==> src/rtl/fir_poly_seq.sv <==
// fir_poly_seq: sequencer and coefficient loader for the polyphase decimating FIR.
// Broadcasts the phase counter (tap_addr) and accumulate control to all M banks,
// streams N_TAPS coefficients into the per-bank memories in polyphase order, and
// flags the cycle in which the bank outputs carry a finished result.
module fir_poly_seq #(
  parameter int M             = 20,
  parameter int BANK_LEN      = 6,
  parameter int N_TAPS        = 120,
  parameter int TAP_WIDTH     = 16,
  parameter int CAPTURE_ADDR  = 8,
  parameter int M_LOG2        = $clog2(M),
  parameter int BANK_LEN_LOG2 = $clog2(BANK_LEN)
) (
  input  logic                     clk,
  input  logic                     rst_n,
  input  logic                     en,
  input  logic                     load_start,
  input  logic                     coef_valid,
  output logic                     coef_ready,
  input  logic [TAP_WIDTH-1:0]     coef_data,
  output logic                     coef_we,
  output logic [M_LOG2-1:0]        coef_wbank,
  output logic [BANK_LEN_LOG2-1:0] coef_waddr,
  output logic [TAP_WIDTH-1:0]     coef_wdata,
  output logic [M_LOG2-1:0]        tap_addr,
  output logic                     dsp_acc,
  output logic                     dout_valid,
  output logic                     taps_valid,
  output logic                     busy
);

  // Parameter sanity: the bank array geometry and capture point must be consistent.
  generate
    if (M * BANK_LEN != N_TAPS) begin : g_chk_taps
      $error("fir_poly_seq: M*BANK_LEN must equal N_TAPS");
    end
    if (CAPTURE_ADDR >= M - 1) begin : g_chk_cap_hi
      $error("fir_poly_seq: CAPTURE_ADDR must be below M-1");
    end
    if (BANK_LEN - 1 > CAPTURE_ADDR) begin : g_chk_cap_lo
      $error("fir_poly_seq: CAPTURE_ADDR must be at least BANK_LEN-1");
    end
  endgenerate

  localparam logic [M_LOG2-1:0]        TAP_LAST = M_LOG2'(M - 1);
  localparam logic [M_LOG2-1:0]        TAP_CAP  = M_LOG2'(CAPTURE_ADDR);
  localparam logic [M_LOG2-1:0]        BANK_LAST = M_LOG2'(M - 1);
  localparam logic [BANK_LEN_LOG2-1:0] IDX_LAST  = BANK_LEN_LOG2'(BANK_LEN - 1);
  localparam logic [BANK_LEN_LOG2-1:0] WARM_MAX  = BANK_LEN_LOG2'(BANK_LEN - 1);

  typedef enum logic [1:0] {
    IDLE = 2'd0,
    LOAD = 2'd1,
    RUN  = 2'd2,
    STOP = 2'd3
  } state_t;

  state_t state, state_nx;

  logic [M_LOG2-1:0]        bank_q;   // k mod M
  logic [BANK_LEN_LOG2-1:0] idx_q;    // k / M
  logic [BANK_LEN_LOG2-1:0] warm_q;   // completed frames since run start, saturating

  logic              accept;
  logic              last_beat;
  logic              tap_last;
  logic              counting;
  logic              tap_adv;
  logic [M_LOG2-1:0] tap_nx;

  assign accept    = (state == LOAD) && coef_valid && coef_ready;
  assign last_beat = accept && (bank_q == BANK_LAST) && (idx_q == IDX_LAST);
  assign tap_last  = (tap_addr == TAP_LAST);
  assign counting  = (state == RUN) || (state == STOP);

  // The phase counter only moves while a frame is in flight; any path back to
  // IDLE leaves it parked at M-1 so the banks neither shift nor capture.
  assign tap_adv = counting && (state_nx != IDLE);
  assign tap_nx  = !tap_adv ? TAP_LAST :
                   (tap_last ? '0 : tap_addr + M_LOG2'(1));

  // Write port is zero-latency: it follows the handshake and the load counters.
  assign coef_we    = accept;
  assign coef_wbank = bank_q;
  assign coef_waddr = idx_q;
  assign coef_wdata = coef_data;

  // State register.
  always_ff @(posedge clk or negedge rst_n) begin
    if (!rst_n) state <= IDLE;
    else        state <= state_nx;
  end

  // Next-state logic. A run that is told to stop finishes its frame first; a
  // frame that is already on its last phase stops immediately.
  always_comb begin
    state_nx = state;
    case (state)
      IDLE: begin
        if (load_start)              state_nx = LOAD;
        else if (en && taps_valid)   state_nx = RUN;
      end
      LOAD: begin
        if (!load_start && last_beat) state_nx = IDLE;
      end
      RUN: begin
        if (!en) state_nx = tap_last ? IDLE : STOP;
      end
      STOP: begin
        if (en)            state_nx = RUN;
        else if (tap_last) state_nx = IDLE;
      end
      default: state_nx = IDLE;
    endcase
  end

  // Frame sequencer: phase counter, accumulate control, warm-up and output strobe.
  always_ff @(posedge clk or negedge rst_n) begin
    if (!rst_n) begin
      tap_addr   <= TAP_LAST;
      dsp_acc    <= 1'b0;
      warm_q     <= '0;
      dout_valid <= 1'b0;
    end else begin
      tap_addr   <= tap_nx;
      dsp_acc    <= tap_adv && (tap_nx != '0);
      dout_valid <= counting && (tap_addr == TAP_CAP) && (warm_q == WARM_MAX);
      // dsp_acc is low on the parked M-1 of a fresh run, so only genuine
      // end-of-frame wraps advance warm-up.
      if (state == IDLE && state_nx == RUN)
        warm_q <= '0;
      else if (tap_adv && tap_last && dsp_acc && warm_q != WARM_MAX)
        warm_q <= warm_q + BANK_LEN_LOG2'(1);
    end
  end

  // Load counters: bank is the inner counter, index the outer one.
  always_ff @(posedge clk or negedge rst_n) begin
    if (!rst_n) begin
      bank_q <= '0;
      idx_q  <= '0;
    end else if ((load_start && (state == IDLE || state == LOAD)) || last_beat) begin
      bank_q <= '0;
      idx_q  <= '0;
    end else if (accept) begin
      if (bank_q == BANK_LAST) begin
        bank_q <= '0;
        idx_q  <= idx_q + BANK_LEN_LOG2'(1);
      end else begin
        bank_q <= bank_q + M_LOG2'(1);
      end
    end
  end

  // Registered status flags, derived from where the FSM is heading.
  always_ff @(posedge clk or negedge rst_n) begin
    if (!rst_n) begin
      coef_ready <= 1'b0;
      taps_valid <= 1'b0;
      busy       <= 1'b0;
    end else begin
      coef_ready <= (state_nx == LOAD);
      busy       <= (state_nx != IDLE);
      if (state_nx == LOAD)
        taps_valid <= 1'b0;
      else if (last_beat)
        taps_valid <= 1'b1;
    end
  end

endmodule
==> config.mk <==
export PLATFORM = sky130hd
export DESIGN_NAME = fir_poly_seq
export DESIGN_NICKNAME = d
export VERILOG_FILES = /design/src/rtl/fir_poly_seq.sv
export SDC_FILE = /design/constraint.sdc
export NUM_CORES = 1
export LEC_CHECK = 0
export ABC_AREA = 1
export CAP_MARGIN = 20
export CORE_MARGIN = 1
export CORE_UTILIZATION = 39
export DETAILED_ROUTE_END_ITERATION = 10
export GPL_TIMING_DRIVEN = 1
export PLACE_DENSITY = 0.82
export SLEW_MARGIN = 20
export SYNTH_ARGS = -nofsm -noshare
export SYNTH_HDL_FRONTEND = slang
export SYNTH_SLANG_ARGS = --single-unit
==> constraint.sdc <==
create_clock -name clk -period 1.6 [get_ports clk]
set_input_delay 0.24 -clock clk [delete_from_list [all_inputs] [get_ports clk]]
set_output_delay 0.24 -clock clk [all_outputs]
set_load 0.005 [all_outputs]
==> run_results.csv <==
group,metric,value,unit
finish,area.sequential,586,sq um
clock_network,cts_made_buffers,3,
logic_synthesis,muxShareOfSynthArea,0,
route,viasPerCell,4.80,
logic_synthesis,syn_area_per_cell,8.15,sq um
floorplanning,core,3360,sq um
finish,n_antenna_cell,0,
clock_network,cts_root_buf,"clkbuf_4",
setup_path,crit_chain,"ha_4 -> inv_2 -> nor2_4 -> nand2_4 -> nand2_4 -> inv_1 -> nor2_2 -> nand3_2 -> nand2_1 -> inv_1",
power,combPwrFrac,0.121,
logic_synthesis,synth_compound_gate_area_share,0.0533,
logic_synthesis,synth_top_family_by_area,"simple AND/OR/NAND/NOR gates",
logic_synthesis,synth_warnings,0,
timing,fin_hold_ws,247,ps
clock_network,insertion_delay,320,ps
power,fin_total_pwr,1.02,mW
floorplanning,fp.dieH,61.6,microns
timing,worst_pin_slew,294,ps
logic_synthesis,synth_xor_area_frac,0.0190,
setup_path,required,1840,ps
setup_path,cp_max_fo,5,
place,portBuffers,23,
floorplanning,dieArea,3790,sq um
route,ant_nets,0,
place,place_congestion,0.787,
flow_run,cap_violations,0,
global_route,antenna_found_initial,0,
floorplanning,ios,56,
clock_network,cts_sinks,23,
finish,area_delta_synth_final,33.0,%
logic_synthesis,synthAdderAreaFrac,0.0632,
logic_synthesis,yosysSeqAreaShare,0.418,
floorplanning,die_width,61.6,microns
finish,multi_input_area,664,sq um
power,seqPwrFrac,0.600,
route,firstDrtPassIters,6,
global_route,grt_pass1_vias,1094,
clock_network,h-tree-depth,1,
setup_path,end_kind,"register",
timing,drv_slew,0,
route,wl_per_cell,12.4,microns
setup_path,critPathSlowestCell,"dfstp_2",
power,clkPwrFrac,0.279,
setup_path,crit_type,"reg -> reg",
logic_synthesis,netlist_area,1390,sq um
setup_path,timing.rr.start,"tap_addr[1]",
route,totalWireLength,3100,microns
logic_synthesis,syn_nets,198,
timing,fin_crit,1560,ps
timing,max_slew_margin,0.804,
setup_path,cp_slowest_stage_delay,580,ps
logic_synthesis,synth_cell_types,26,
setup_path,crit_path_start,"tap_addr[1]",
setup_path,cp-start-kind,"register",
setup_path,arrival,1800,ps
global_route,grt_max_degree,24,
power,ir_drop,0.321,mV
clock_network,cts_max_path_buffers,2,
power,power_density,556,nW/um^2
place,hpwl,1890,microns
clock_network,path_clk_slew,140,ps
setup_path,critical_path.top_delay_family,"simple AND/OR/NAND/NOR gates",
finish,final_nets,233,
min_path,hp-class,"in -> async",
status,status,"finished clean",
power,p_int,0.756,mW
floorplanning,rows,21,
power,p_sw,0.268,mW
logic_synthesis,ys_seq_elements,23,
logic_synthesis,synth_cells,170,
route,drc,0,
logic_synthesis,yosys.area_share.simple,0.289,
timing,clock_skew,10.5,ps
global_route,overflow,0,
timing,finalHoldViolCount,0,
timing,fmax,640,MHz
timing,final-setup-viol-count,0,
setup_path,cp_num_buf_inv,3,
clock_network,cts_hold_buf,0,
floorplanning,initial_core_util,0.412,
route,drtIter0Drc,27,
route,vias,1200,
power,p_sw_frac,0.262,
finish,fill_cells,307,
global_route,grt_use_total,0.161,
finish,post_route_cells_drive_above_1_share,0.324,
global_route,grt_pass1_wl,4510,microns
clock_network,cts_tree,"built",
power,p_leak,0.972,nW
timing,finalCritPeriodShare,0.976,
[Yosys cell counts]
| library cell | n | area (sq um) |
|---|---|---|
| a21oi_1 | 8 | 40.0 |
| o21ai_2 | 1 | 8.76 |
| nand2_2 | 5 | 31.3 |
| nor2_1 | 10 | 37.5 |
| nor2_2 | 2 | 12.5 |
| nand4_1 | 4 | 25.0 |
| nor3_1 | 1 | 5.00 |
| and3_1 | 1 | 6.26 |
| o21ai_1 | 2 | 10.0 |
| nand3b_1 | 2 | 15.0 |
| inv_1 | 23 | 86.3 |
| nand2_1 | 35 | 131 |
| inv_2 | 3 | 11.3 |
| xor2_1 | 3 | 26.3 |
| dfstp_2 | 3 | 78.8 |
| or2_0 | 1 | 6.26 |
| buf_4 | 16 | 120 |
| nor4_1 | 1 | 6.26 |
| nand2_4 | 2 | 22.5 |
| ha_1 | 7 | 87.6 |
| nor2_4 | 1 | 11.3 |
| nand3_2 | 1 | 10.0 |
| nand3_1 | 14 | 70.1 |
| dfrtp_1 | 20 | 500 |
| nor3_2 | 1 | 10.0 |
| o21ai_0 | 3 | 15.0 |
[layout make-up]
| class | count | share of cell area |
|---|---|---|
| multi-input combinational | 105 | 0.361 |
| inverter | 26 | 0.0530 |
| sequential | 23 | 0.318 |
| clock buffer | 3 | 0.0122 |
| tap | 46 | 0.0312 |
| clock inverter | 1 | 0.00408 |
| timing repair buffer | 46 | 0.221 |
[state kept, by name, indices dropped and copies added, names as in the netlist]
signal      count
tap_addr        5
coef_waddr      3
state           2
taps_valid      1
coef_ready      1
warm_q          3
dout_valid      1
dsp_acc         1
busy            1
coef_wbank      5
[routing by layer]
layer / GRT usage / share of wire / vias to the layer above
met5: 0 / 0 / -
met4: 0.0698 / 0.016 / 0
met3: 0.0231 / 0.032 / 7
met2: 0.280 / 0.53 / 28
met1: 0.199 / 0.42 / 576
li1: - / - / 589
[placed cells by master, fill, tap and decap left out, types with 4 or more instances in the layout]
master,count
inv_1,21
clkdlybuf4s50_1,17
ha_1,5
nand3_1,10
dfrtp_2,5
nand2_4,5
inv_2,5
nand4_1,4
nand2_2,5
nand3_2,5
dfrtp_1,15
nand2_1,32
a21oi_1,7
nor2_1,8
buf_4,23
[kinds of logic (layout without fill, tap and decap cells)]
kind of cell / count (synthesis) / after routing
buffers and inverters: 42 / 76
adder cells (fa/ha/maj): 7 / 7
AND/OR/NAND/NOR: 81 / 81
XOR/XNOR: 3 / 3
AO/OA/AOI/OAI: 14 / 14
flip-flops: 23 / 23
[final timing paths]
| path | end | slack, ps | cells past startpoint |
|---|---|---|---|
| max reg2reg | taps_valid | 40 | 10 |
| max in group asynchronous | tap_addr[4] | 1060 | 2 |
| min in group clk | coef_wdata[0] | 480 | 0 |
| max | taps_valid | 40 | 10 |
| min | busy | 250 | 2 |
| min reg2reg | coef_waddr[0] | 530 | 1 |
[worst register-to-register path: cells and delay by family (launching register included)]
family	cells	cell delay (ps)
flip-flops	1	580
adder cells (fa/ha/maj)	1	140
buffers and inverters	3	150
AND/OR/NAND/NOR	6	620
[through the flow]
step	utilization	cell area [sq um]	setup WS [ps]	setup TNS (ps)	instances
2_1_floorplan	-	1390	33.6	0	170
3_3_place_gp	0.488	1640	-11.9	-11.9	235
3_5_place_dp	0.488	1640	-20.8	-20.8	235
4_1_cts	0.504	1690	-61.6	-256	242
5_1_grt	0.548	1840	-49.8	-243	250
6_report	0.548	1840	37.7	0	250
[what timing repair did]
item                                    CTS  global route
endpoints found under the setup margin    5            24
resized for setup                         5            26
setup buffers                             3             9
pin swaps                                 0             9
[power by group through the flow]
stage               clock network, mW  registers (mW)  logic (mW)
finish                          0.285           0.615       0.124
global route                    0.315           0.618       0.139
CTS                             0.293           0.613       0.122
detailed placement                  0           0.623       0.122
global placement                    0           0.623       0.117
floorplan                           0           0.623      0.0836
Note: power is estimated with default switching activity, not from simulation.
